### src/rtl/branch_resolver_if.sv
// Branch-resolver handshake bundle: EX-stage branch input, predictor feedback,
// fetch redirect and statistics counters.
interface branch_resolver_if #(
  parameter int ADDR_WIDTH = 32,
  parameter int DATA_WIDTH = 32,
  parameter int CNT_WIDTH  = 16
);
  logic                  i_valid;
  logic                  i_is_jump;
  logic [ADDR_WIDTH-1:0] i_pc;
  logic [2:0]            i_cond;
  logic [DATA_WIDTH-1:0] i_rs_data;
  logic [DATA_WIDTH-1:0] i_rt_data;
  logic                  i_prediction;
  logic [ADDR_WIDTH-1:0] i_recovery_target;
  logic                  o_stall;
  logic                  o_fb_valid;
  logic [ADDR_WIDTH-1:0] o_fb_pc;
  logic                  o_fb_prediction;
  logic                  o_fb_outcome;
  logic                  o_flush;
  logic                  o_redirect_valid;
  logic [ADDR_WIDTH-1:0] o_redirect_target;
  logic                  i_redirect_ready;
  logic [CNT_WIDTH-1:0]  o_branch_count;
  logic [CNT_WIDTH-1:0]  o_miss_count;

  modport master (
    output i_valid, i_is_jump, i_pc, i_cond, i_rs_data, i_rt_data,
           i_prediction, i_recovery_target, i_redirect_ready,
    input  o_stall, o_fb_valid, o_fb_pc, o_fb_prediction, o_fb_outcome,
           o_flush, o_redirect_valid, o_redirect_target,
           o_branch_count, o_miss_count
  );

  modport slave (
    input  i_valid, i_is_jump, i_pc, i_cond, i_rs_data, i_rt_data,
           i_prediction, i_recovery_target, i_redirect_ready,
    output o_stall, o_fb_valid, o_fb_pc, o_fb_prediction, o_fb_outcome,
           o_flush, o_redirect_valid, o_redirect_target,
           o_branch_count, o_miss_count
  );
endinterface

### src/rtl/branch_resolver.sv
// EX-stage conditional branch resolver: predictor feedback, mispredict
// flush/redirect handshake and saturating statistics.
module branch_resolver #(
  parameter int ADDR_WIDTH = 32,
  parameter int DATA_WIDTH = 32,
  parameter int CNT_WIDTH  = 16
) (
  input logic              clk,
  input logic              rst,
  branch_resolver_if.slave bif
);
  typedef enum logic {IDLE, REDIRECT} state_t;

  state_t                state;
  logic                  outcome, accept, miss;
  logic                  fb_valid, fb_prediction, fb_outcome, flush, redirect_valid;
  logic [ADDR_WIDTH-1:0] fb_pc, redirect_target;
  logic [CNT_WIDTH-1:0]  branch_cnt, miss_cnt;

  always_comb begin
    outcome = 1'b0;
    case (bif.i_cond)
      3'd0:    outcome = (bif.i_rs_data == bif.i_rt_data);
      3'd1:    outcome = (bif.i_rs_data != bif.i_rt_data);
      3'd2:    outcome = ($signed(bif.i_rs_data) <= $signed(DATA_WIDTH'(0)));
      3'd3:    outcome = ($signed(bif.i_rs_data) >  $signed(DATA_WIDTH'(0)));
      3'd4:    outcome = bif.i_rs_data[DATA_WIDTH-1];
      3'd5:    outcome = ~bif.i_rs_data[DATA_WIDTH-1];
      default: outcome = 1'b0;
    endcase
  end

  // Redirect in flight blocks acceptance, including the cycle ready is seen.
  assign accept = bif.i_valid & ~bif.i_is_jump & (state == IDLE);
  assign miss   = outcome != bif.i_prediction;

  always_ff @(posedge clk or posedge rst) begin
    if (rst) begin
      state           <= IDLE;
      fb_valid        <= 1'b0;
      fb_pc           <= '0;
      fb_prediction   <= 1'b0;
      fb_outcome      <= 1'b0;
      flush           <= 1'b0;
      redirect_valid  <= 1'b0;
      redirect_target <= '0;
      branch_cnt      <= '0;
      miss_cnt        <= '0;
    end else begin
      fb_valid <= accept;
      flush    <= accept & miss;
      if (accept) begin
        fb_pc         <= bif.i_pc;
        fb_prediction <= bif.i_prediction;
        fb_outcome    <= outcome;
        if (branch_cnt != '1) branch_cnt <= branch_cnt + CNT_WIDTH'(1);
        if (miss && miss_cnt != '1) miss_cnt <= miss_cnt + CNT_WIDTH'(1);
      end
      case (state)
        IDLE: if (accept && miss) begin
          state           <= REDIRECT;
          redirect_valid  <= 1'b1;
          redirect_target <= bif.i_recovery_target;
        end
        REDIRECT: if (bif.i_redirect_ready) begin
          state          <= IDLE;
          redirect_valid <= 1'b0;
        end
        default: state <= IDLE;
      endcase
    end
  end

  assign bif.o_stall           = (state == REDIRECT);
  assign bif.o_fb_valid        = fb_valid;
  assign bif.o_fb_pc           = fb_pc;
  assign bif.o_fb_prediction   = fb_prediction;
  assign bif.o_fb_outcome      = fb_outcome;
  assign bif.o_flush           = flush;
  assign bif.o_redirect_valid  = redirect_valid;
  assign bif.o_redirect_target = redirect_target;
  assign bif.o_branch_count    = branch_cnt;
  assign bif.o_miss_count      = miss_cnt;
endmodule
### src/flat_wrapper.sv
// flat-port wrapper written by rule: the top's interface ports become plain ports
module branch_resolver_flat 
#(
  parameter int ADDR_WIDTH = 32,
  parameter int DATA_WIDTH = 32,
  parameter int CNT_WIDTH  = 16
)
  (clk, rst, bif_i_valid, bif_i_is_jump, bif_i_pc, bif_i_cond, bif_i_rs_data, bif_i_rt_data, bif_i_prediction, bif_i_recovery_target, bif_i_redirect_ready, bif_o_stall, bif_o_fb_valid, bif_o_fb_pc, bif_o_fb_prediction, bif_o_fb_outcome, bif_o_flush, bif_o_redirect_valid, bif_o_redirect_target, bif_o_branch_count, bif_o_miss_count);
  branch_resolver_if #(.ADDR_WIDTH(ADDR_WIDTH), .DATA_WIDTH(DATA_WIDTH), .CNT_WIDTH(CNT_WIDTH)) bif_i ();
  input logic clk;
  input logic rst;
  input wire logic [$bits(bif_i.i_valid)-1:0] bif_i_valid;
  input wire logic [$bits(bif_i.i_is_jump)-1:0] bif_i_is_jump;
  input wire logic [$bits(bif_i.i_pc)-1:0] bif_i_pc;
  input wire logic [$bits(bif_i.i_cond)-1:0] bif_i_cond;
  input wire logic [$bits(bif_i.i_rs_data)-1:0] bif_i_rs_data;
  input wire logic [$bits(bif_i.i_rt_data)-1:0] bif_i_rt_data;
  input wire logic [$bits(bif_i.i_prediction)-1:0] bif_i_prediction;
  input wire logic [$bits(bif_i.i_recovery_target)-1:0] bif_i_recovery_target;
  input wire logic [$bits(bif_i.i_redirect_ready)-1:0] bif_i_redirect_ready;
  output wire logic [$bits(bif_i.o_stall)-1:0] bif_o_stall;
  output wire logic [$bits(bif_i.o_fb_valid)-1:0] bif_o_fb_valid;
  output wire logic [$bits(bif_i.o_fb_pc)-1:0] bif_o_fb_pc;
  output wire logic [$bits(bif_i.o_fb_prediction)-1:0] bif_o_fb_prediction;
  output wire logic [$bits(bif_i.o_fb_outcome)-1:0] bif_o_fb_outcome;
  output wire logic [$bits(bif_i.o_flush)-1:0] bif_o_flush;
  output wire logic [$bits(bif_i.o_redirect_valid)-1:0] bif_o_redirect_valid;
  output wire logic [$bits(bif_i.o_redirect_target)-1:0] bif_o_redirect_target;
  output wire logic [$bits(bif_i.o_branch_count)-1:0] bif_o_branch_count;
  output wire logic [$bits(bif_i.o_miss_count)-1:0] bif_o_miss_count;
  assign bif_i.i_valid = bif_i_valid;
  assign bif_i.i_is_jump = bif_i_is_jump;
  assign bif_i.i_pc = bif_i_pc;
  assign bif_i.i_cond = bif_i_cond;
  assign bif_i.i_rs_data = bif_i_rs_data;
  assign bif_i.i_rt_data = bif_i_rt_data;
  assign bif_i.i_prediction = bif_i_prediction;
  assign bif_i.i_recovery_target = bif_i_recovery_target;
  assign bif_i.i_redirect_ready = bif_i_redirect_ready;
  assign bif_o_stall = bif_i.o_stall;
  assign bif_o_fb_valid = bif_i.o_fb_valid;
  assign bif_o_fb_pc = bif_i.o_fb_pc;
  assign bif_o_fb_prediction = bif_i.o_fb_prediction;
  assign bif_o_fb_outcome = bif_i.o_fb_outcome;
  assign bif_o_flush = bif_i.o_flush;
  assign bif_o_redirect_valid = bif_i.o_redirect_valid;
  assign bif_o_redirect_target = bif_i.o_redirect_target;
  assign bif_o_branch_count = bif_i.o_branch_count;
  assign bif_o_miss_count = bif_i.o_miss_count;
  branch_resolver #(.ADDR_WIDTH(ADDR_WIDTH), .DATA_WIDTH(DATA_WIDTH), .CNT_WIDTH(CNT_WIDTH)) u_core (.clk(clk), .rst(rst), .bif(bif_i));
endmodule
### config.mk
export PLATFORM = sky130hd
export DESIGN_NAME = branch_resolver_flat
export DESIGN_NICKNAME = d
export VERILOG_FILES = /design/src/rtl/branch_resolver_if.sv /design/src/rtl/branch_resolver.sv /design/src/flat_wrapper.sv
export SDC_FILE = /design/constraint.sdc
export NUM_CORES = 1
export LEC_CHECK = 0
export CORE_AREA = 2 2 136 85
export CTS_CLUSTER_DIAMETER = 30
export DETAILED_ROUTE_END_ITERATION = 16
export DIE_AREA = 0 0 138 87
export PLACE_DENSITY = 0.87
export SLEW_MARGIN = 30
export SYNTH_ARGS = -nofsm -noshare
export SYNTH_HDL_FRONTEND = slang
export SYNTH_SLANG_ARGS = --single-unit
### constraint.sdc
create_clock -name clk -period 5.3 [get_ports clk]
set_input_delay 1.06 -clock clk [delete_from_list [all_inputs] [get_ports clk]]
set_output_delay 1.06 -clock clk [all_outputs]
set_load 0.1 [all_outputs]
### Word level (Yosys, flattened, before mapping)

Index checks and enable logic that the tools add are counted.

| storage, ports and cells | value |
|---|---|
| bits of input ports | 137 |
| word-level logic and storage cells | 46 |
| output and inout port bits | 102 |
| bits in registers | 102 |

| operators by class | value |
|---|---|
| reductions and logical operators | 7 |
| add/sub/neg operators | 2 |
| bitwise gates (word level) | 6 |
| order comparisons | 2 |
| mux-type cells | 7 |
| equality and inequality tests | 12 |

Operator list:

| cell | count |
|---|---|
| adder 16 x 1 -> 16 bit, second input constant | 2 |
| equality test 32 bit | 1 |
| greater-than comparator 32 x 1 -> 1 bit, second input constant | 1 |
| less-or-equal comparator 32 x 1 -> 1 bit, second input constant | 1 |
| inequality test 16 bit, second input constant | 2 |
| inequality test 32 bit | 1 |
| AND reduction 2 bit | 4 |
| equality test 3 x 2 -> 1 bit, second input constant | 2 |
| equality test 3 bit, second input constant | 2 |
| one-hot mux 1 bit (6 select lines) | 1 |
| two-way mux 1 bit | 4 |
| inequality test 2 bit, second input constant | 2 |
| one-hot mux 1 bit (2 select lines) | 2 |
| bitwise AND 1 bit | 3 |
| equality test 3 x 1 -> 1 bit, second input constant | 1 |
| logical NOT 3 bit | 1 |
| NOT 1 bit | 3 |
| logical AND 1 bit | 2 |
| inequality test 1 bit | 1 |

### Depth between registers and ports, before layout

| logic depth | value |
|---|---|
| depth after elaboration | 6 |
| gate-level depth with buffers | 10 |
| gate-level depth less buffers | 8 |

### Worst setup path before layout

No wires, ideal clock.

| timing path | value |
|---|---|
| kind | input port to flip-flop |
| from | input port bif_i_rs_data[24] |
| to | register u_core.miss_cnt[10] (netlist: u_core.bif.o_miss_count[10]) |
| setup slack | 2,058 ps |
| buffers on the path | 2 |
| setup time | 162 ps |
| cell stages on the path | 10 |
| data arrival time | 3,080 ps |
| data required time | 5,138 ps |
| cells stage by stage | nor4_1 -> nand4_1 -> o21ai_1 -> or3b_1 -> and2_4 -> a311o_1 -> buf_6 -> buf_6 -> nor4_2 -> xor2_1 |

| on the way | value |
|---|---|
| word-level cells in the longest chain between the ends | 5 |
| elaborated cells between the ends (all ways) | 8 |
| classes of those cells | order compare (2); eq/ne (3); mux (1); reduce/logical (2) |

Ends and longest elaborated chain:

| what | RTL line | text |
|---|---|---|
| from (decl) | flat_wrapper.sv:16 | `input wire logic [$bits(bif_i.i_rs_data)-1:0] bif_i_rs_data;` |
| greater-than comparator 32 x 1 -> 1 bit (tied with other cells) | branch_resolver.sv:26 | `3'd3: outcome = ($signed(bif.i_rs_data) > $signed(DATA_WIDTH'(0)));` |
| one-hot mux 1 bit (6 select lines) (*) | branch_resolver.sv:22 | `case (bif.i_cond)` |
| inequality test 1 bit (*) | branch_resolver.sv:35 | `assign miss = outcome != bif.i_prediction;` |
| logical AND 1 bit (*) | branch_resolver.sv:57 | `if (miss && miss_cnt != '1) miss_cnt <= miss_cnt + CNT_WIDTH'(1);` |
| AND reduction 2 bit (no source line) (*) | n/a |  |
| to (signal assigned) | branch_resolver.sv:57 |  |
| to (decl) | branch_resolver.sv:18 | `logic [CNT_WIDTH-1:0] branch_cnt, miss_cnt;` |

Every way passes the cells marked *; elsewhere a longest branch is shown, timed or not.
A chain may end at the register's enable or synchronous reset.

### Worst setup path in the final report

| timing path | value |
|---|---|
| from | input port bif_i_rs_data[31] |
| to | register u_core.redirect_target[15] (netlist: u_core.bif.o_redirect_target[15]) |

| on the way | value |
|---|---|
| word-level cells in the longest chain between the ends | 5 |
| elaborated cells between the ends (all ways) | 9 |
| classes of those cells | order compare (2); eq/ne (3); mux (1); bitwise (1); reduce/logical (2) |

Ends and longest elaborated chain:

| what | RTL line | text |
|---|---|---|
| greater-than comparator 32 x 1 -> 1 bit (tied with other cells) | branch_resolver.sv:26 |  |
| one-hot mux 1 bit (6 select lines) (*) | branch_resolver.sv:22 |  |
| inequality test 1 bit (*) | branch_resolver.sv:35 |  |
| logical AND 1 bit (*) | branch_resolver.sv:60 | `IDLE: if (accept && miss) begin` |
| AND reduction 2 bit (no source line) (*) | n/a |  |
| to (signal assigned) | branch_resolver.sv:63 | `redirect_target <= bif.i_recovery_target;` |
| to (decl) | branch_resolver.sv:17 | `logic [ADDR_WIDTH-1:0] fb_pc, redirect_target;` |

Marks and branches as above.

==> impl_metrics.csv <==
group,metric,value,unit
timing,maxSlewViolCount,0,
routing,wirelength,13.7,mm
timing,worst_pin_slew,1.02,ns
finish,diodes,0,
synthesis,ys_types,34,
finish,register_area,2550,µm²
routing,drc,0,
timing,setup_viol,0,
timing,slew_headroom,31.5,%
timing,hold_violations,0,
outcome,status,"finished clean",
setup_path,cp_slowest_cell,"clkdlybuf4s50_1",
timing,finalClockSkew,0.00572,ns
finish,post-route-util,68.0,%
setup_path,cp_cell_sequence,"clkdlybuf4s50_1, xor2_1, nor4_1, nand4_1, or3_1, a31oi_1, a311o_2, buf_4, mux2_2",
cts,clk_latency,0.33,ns
setup_path,cp_max_fo,29,
pwr,leakagePower,3.25,nW
finish,fillers,818,
placed_design,dp_hpwl,10.8,mm
synthesis,synth_cells,421,
finish,syn_to_final_growth,62.5,%
finish,multi_input_area,1910,µm²
setup_path,critical_path.top_delay_family,"simple AND/OR/NAND/NOR gates",
setup_path,crit_arrival,4.38,ns
hold_path,hold_end,"u_core.bif.o_fb_pc[21]",
finish,final_layout_size_suffix_gt1_share,9.02,%
cts,clock_sinks,102,
placed_design,dpl-instance-area,7090,µm²
floorplan,io_pins,239,
setup_path,r2r_slack,2.70,ns
routing,viasPerCell,4.92,
global_routing,grt_pass1_wl,21.8,mm
setup_path,path_class,"in -> reg",
synthesis,synth_seq_cells,102,
timing,clock.fmax,240,MHz
setup_path,worst_setup_path_end_kind,"flip-flop",
setup_path,timing.critical_path.buf_inv,2,
pwr,ir_worst_vdd,0.000415,V
placed_design,gp_congestion,1.01,
routing,first_pass_iters,4,
finish,layout.nets,800,
setup_path,start_kind,"input port",
timing,min_period_over_period,78.6,%
timing,finalCriticalPeriod,4.17,ns
hold_path,holdPathStages,2,
synthesis,syn_nets,560,
cts,cts_setup_buffers,0,
cts,clk_pin_slew,0.07,ns
floorplan,start_util,41.9,%
timing,rsz0062_at_grt,"no",
setup_path,max_stage_delay,0.51,ns
pwr,finalPower,3.73,mW
cts,cts_tree,"built",
setup_path,cp.required,5.51,ns
floorplan,placementRows,30,
cts,ctsHoldBuffers,0,
cts,h-tree-depth,3,
cts,cts_made_buffers,9,
floorplan,die_area,12000,µm²
floorplan,die_h,87,µm
synthesis,syn_avg_cell_area,10.8,µm²
synthesis,netlist_area,4560,µm²
setup_path,r2r-end,"u_core.bif.o_branch_count[15]",
hold_path,hold_path_class,"reg -> reg",
global_routing,grt_overflow_total,0,
cts,cts_resized,0,
routing,ant_nets,0,
global_routing,grt_pass1_vias,4131,
hold_path,hp-start,"u_core.bif.o_fb_pc[21]",
synthesis,synth.yosys.seq_area_share,56.0,%
floorplan,die_width,138,µm
routing,vias,3983,
finish,final_area,7410,µm²
pwr,power_density,504,nW/µm²
setup_path,regToRegStartpoint,"u_core.bif.o_stall",
global_routing,grt_max_degree,62,
floorplan,coreArea,10900,µm²
flow_run,cap_violations,0,
global_routing,antenna_found_initial,0,
setup_path,reg2regPathDepth,9,
cts,cts-root-buf,"clkbuf_16",
global_routing,grtUsageTotal,23.0,%
routing,wire_per_inst,16.9,µm
cts,clock_path_buffers,2,
timing,setup_tns,0,ns
placed_design,io_buffer_count,238,
synthesis,ys_warn_count,0,
routing,drt_iter0_drc,185,
==> synth_stat cells (all sizes together) <==
library cell / number / share of area (%)
a2bb2oi: 1 / 0.19
a311o: 1 / 0.22
xnor2: 17 / 3.3
a21boi: 1 / 0.16
a31oi: 2 / 0.27
xor2: 45 / 8.6
clkinv: 1 / 0.082
nand2b: 2 / 0.27
o31a: 1 / 0.19
nand3: 10 / 1.1
nor2: 12 / 0.99
ha: 2 / 0.55
clkbuf: 6 / 0.49
mux2: 34 / 8.4
nand4: 9 / 1.2
nor2b: 1 / 0.14
nand2: 115 / 9.5
o21ai: 4 / 0.44
o211ai: 1 / 0.16
nor3: 6 / 0.66
nor4b: 2 / 0.52
inv: 6 / 0.49
or3: 4 / 0.55
and3: 8 / 1.1
or3b: 1 / 0.19
buf: 7 / 0.99
dfrtp: 102 / 56
nor4: 19 / 3.0
and2: 1 / 0.19
==> tightest hold or removal path, delay by kind of cell (launching register included) <==
| family | cells | cell delay, ns |
|---|---|---|
| DFF | 1 | 0.35 |
| and+or+nand+nor | 2 | 0.10 |
==> through the flow <==
stage          setup slack, ns  hold WS [ns]  instances
2_1_floorplan             1.56         0.962        421
4_1_cts                   1.20         0.480        809
5_1_grt                   1.01         0.504        809
3_5_place_dp             0.844         0.464        794
3_3_place_gp             0.971         0.459        794
6_report                  1.13         0.486        809
==> metal layers <==
metal  track usage (%)  up-vias  share of wire (%)
met5                 0        -                  0
met4              5.38        0               0.94
met3              6.93       11                7.7
met2              37.6      162                 47
met1              30.7     1926                 45
li1                  -     1884                  -
==> sequential cells by signal, summed over array words and instances (netlist names) <==
name                          count
u_core.bif.o_branch_count        16
u_core.bif.o_fb_outcome           1
u_core.bif.o_fb_pc               32
u_core.bif.o_fb_prediction        1
u_core.bif.o_fb_valid             1
u_core.bif.o_flush                1
u_core.bif.o_miss_count          16
u_core.bif.o_redirect_target     32
u_core.bif.o_redirect_valid       1
u_core.bif.o_stall                1
==> layout by cell type, fill, tap and decap left out, types with 2 or more instances in the layout <==
| cell | instances |
|---|---|
| a31oi_1 | 2 |
| and3_1 | 8 |
| buf_4 | 4 |
| bufinv_16 | 2 |
| clkbuf_16 | 9 |
| clkdlybuf4s50_1 | 238 |
| dfrtp_1 | 102 |
| ha_1 | 2 |
| inv_1 | 5 |
| mux2_2 | 34 |
| nand2_1 | 115 |
| nand2b_1 | 2 |
| nand3_1 | 10 |
| nand4_1 | 9 |
| nor2_1 | 12 |
| nor3_1 | 6 |
| nor4_1 | 16 |
| nor4_2 | 3 |
| o21ai_0 | 3 |
| or3_1 | 4 |
| xnor2_1 | 17 |
| xor2_1 | 45 |
==> power by group <==
group	total [mW]	internal [mW]	leakage, nW	switching, mW
clock network	0.697	0.425	0.155	0.272
registers	1.07	0.944	1.28	0.123
logic	1.97	0.488	1.82	1.48
total	3.73	1.86	3.25	1.87
==> cell families (layout without fill, tap and decap cells) <==
| logic type | count (synthesis) | count (layout) | synth area share (%) |
|---|---|---|---|
| simple gates | 190 | 190 | 19.4 |
| flops | 102 | 102 | 56.0 |
| xor+xnor | 62 | 62 | 11.9 |
| mux | 34 | 34 | 8.40 |
| buf+inv | 20 | 264 | 2.06 |
| compound gates | 11 | 11 | 1.65 |
| fa+ha+maj | 2 | 2 | 0.549 |
==> cell type report <==
| class | instances | share of cell area [%] |
|---|---|---|
| clock inverters | 5 | 1.10 |
| multi-input cells | 299 | 25.8 |
| inverters | 7 | 0.389 |
| well taps | 144 | 2.43 |
| repair buffers | 242 | 32.6 |
| flip-flops and latches | 102 | 34.5 |
| clock buffers | 10 | 3.23 |
==> worst max-delay path by stage <==
stage,start,end,cells past startpoint
floorplan,rst,u_core.bif.o_branch_count[0],1
global placement,bif_i_rs_data[15],u_core.bif.o_redirect_target[11],9
detailed placement,bif_i_rs_data[31],u_core.bif.o_redirect_target[15],9
CTS,bif_i_rs_data[31],u_core.bif.o_redirect_target[15],9
global route,bif_i_rs_data[15],u_core.bif.o_redirect_target[15],9
finish,bif_i_rs_data[31],u_core.bif.o_redirect_target[15],9
No activity file was read; power rests on OpenSTA's default activity.
==> RTL change, RTL diff (same settings) <==
`ADDR_WIDTH` is set to 32 in 3 places; all go to 16.
--- a/src/rtl/branch_resolver_if.sv
+++ b/src/rtl/branch_resolver_if.sv
@@ -1,7 +1,7 @@
 // Branch-resolver handshake bundle: EX-stage branch input, predictor feedback,
 // fetch redirect and statistics counters.
 interface branch_resolver_if #(
-  parameter int ADDR_WIDTH = 32,
+  parameter int ADDR_WIDTH = 16,
   parameter int DATA_WIDTH = 32,
   parameter int CNT_WIDTH  = 16
 );
--- a/src/rtl/branch_resolver.sv
+++ b/src/rtl/branch_resolver.sv
@@ -1,7 +1,7 @@
 // EX-stage conditional branch resolver: predictor feedback, mispredict
 // flush/redirect handshake and saturating statistics.
 module branch_resolver #(
-  parameter int ADDR_WIDTH = 32,
+  parameter int ADDR_WIDTH = 16,
   parameter int DATA_WIDTH = 32,
   parameter int CNT_WIDTH  = 16
 ) (
--- a/src/flat_wrapper.sv
+++ b/src/flat_wrapper.sv
@@ -1,7 +1,7 @@
 // flat-port wrapper written by rule: the top's interface ports become plain ports
 module branch_resolver_flat 
 #(
-  parameter int ADDR_WIDTH = 32,
+  parameter int ADDR_WIDTH = 16,
   parameter int DATA_WIDTH = 32,
   parameter int CNT_WIDTH  = 16
 )
Ports: changed (resized bif_i_pc, bif_i_recovery_target, bif_o_fb_pc and bif_o_redirect_target); port bits go from 239 to 175. No check against the original RTL was run, so the function may have changed too.
==> RTL change against the original RTL <==
- critical path depth rose by 1
- setup slack improved by 380 ps
- highest routed layer unchanged
- synthesized area down 26%
- non-clock buffer count shrank 66
- utilization fell by 17 points
- critical endpoint is now u_core.bif.o_miss_count[1]
- fmax grew 10%
- sequential cell count is 32 lower
- routed wire length shrank 29%
- cell area shrank 24%
- largest power group unchanged
- worst hold slack got worse by 16 ps
- power down 27%
- largest cell class is now buffers
==> RTL change: results <==
{
  "status": "finished clean",
  "synth_cell_type_count": 33,
  "pg_clk_uw": 627,
  "grt_max_degree": 38,
  "synth_compound_area_share_pct": 1.48,
  "dp_slack_ps": 1170,
  "num-multi-input-gates": 234,
  "seq_area_frac_synth_pct": 51.8,
  "synth-xor-area-share_pct": 15.5,
  "seq_power_share_pct": 27.2,
  "hold_buffers": 0,
  "clk_pin_slew_ps": 50,
  "internal-power_uw": 1410,
  "io_buffers": 174,
  "num-nonclk-inverters": 10,
  "synthMuxAreaShare_pct": 7.03,
  "synthesis.nets": 427,
  "placedCellCount": 634,
  "wire_per_inst_um": 15.0,
  "synthTopCellsByArea": "dfrtp_1 52%, xnor2_1 11%, nand2_1 6.9%",
  "clock_skew_ps": 4.48,
  "gp_congestion": 0.976,
  "syn-instance-count": 320,
  "multi_input_area_share_pct": 27.9,
  "antenna_found_initial": 0,
  "min_delay_worst_endpoint": "u_core.bif.o_fb_pc[6]",
  "crit_slowest_cell": "nor4_1",
  "vdd_drop_max_v": 0.000327,
  "ys.flop_type": "dfrtp_1",
  "reg2reg_depth": 8,
  "vias": 3080,
  "hold_ws_ps": 471,
  "cp_slowest_stage_delay_ps": 460,
  "fillers": 952,
  "drive_above_1_share_pct": 8.30,
  "layout.non_clock_buffers": 176,
  "placed_area_mm2": 0.00529,
  "crit_path_max_fanout": 32,
  "p_sw_share_pct": 48.3,
  "leakagePower_uw": 0.00234,
  "drt_iter0_drc": 208,
  "holdCritStartpoint": "u_core.bif.o_fb_pc[6]",
  "buffer_area_share_pct": 31.3,
  "ff2ff_setup_slack_ps": 2370,
  "final_cells": 650,
  "grt_pass1_wl_um": 16000,
  "synth_commonest_cells": "70 x dfrtp_1, 62 x nand2_1, 44 x xnor2_1, 19 x mux2_2, 17 x nand4_1",
  "slew_headroom_pct": 32.9,
  "cp_data_arrival_time_ps": 4000,
  "place.detailed.hpwl_um": 7800,
  "grt_pass1_vias": 3160,
  "yosys.area_share.adder_pct": 0.740,
  "critical_path.top_delay_family": "simple AND/OR/NAND/NOR gates"
}
RTL change: cell count changes after synthesis, moves of 5 or more:
cell     before  now
nand2_1     115   62
dfrtp_1     102   70
xor2_1       45   16
xnor2_1      17   44
mux2_2       34   19
nand4_1       9   17
and3_1        8    3
nor3_1        6   11
RTL change: worst max path at each step:
stage / startpoint / endpoint / slack, ps / depth (start not counted)
global route: bif_i_rs_data[15] / u_core.bif.o_miss_count[1] / 1280 / 10
global placement: bif_i_rs_data[15] / u_core.bif.o_miss_count[1] / 1170 / 10
detailed placement: bif_i_rs_data[20] / u_core.bif.o_miss_count[1] / 1170 / 10
CTS: bif_i_rs_data[20] / u_core.bif.o_miss_count[1] / 1500 / 10
finish: bif_i_rs_data[20] / u_core.bif.o_miss_count[1] / 1510 / 10
floorplan: bif_i_rs_data[13] / u_core.bif.o_redirect_target[0] / 2320 / 8
RTL change: routing by layer:
metal	wire (um)	global-route usage, %
met3	849	6.76
met2	4570	27.2
met1	4240	21.5
met4	89	3.53
met5	0	0
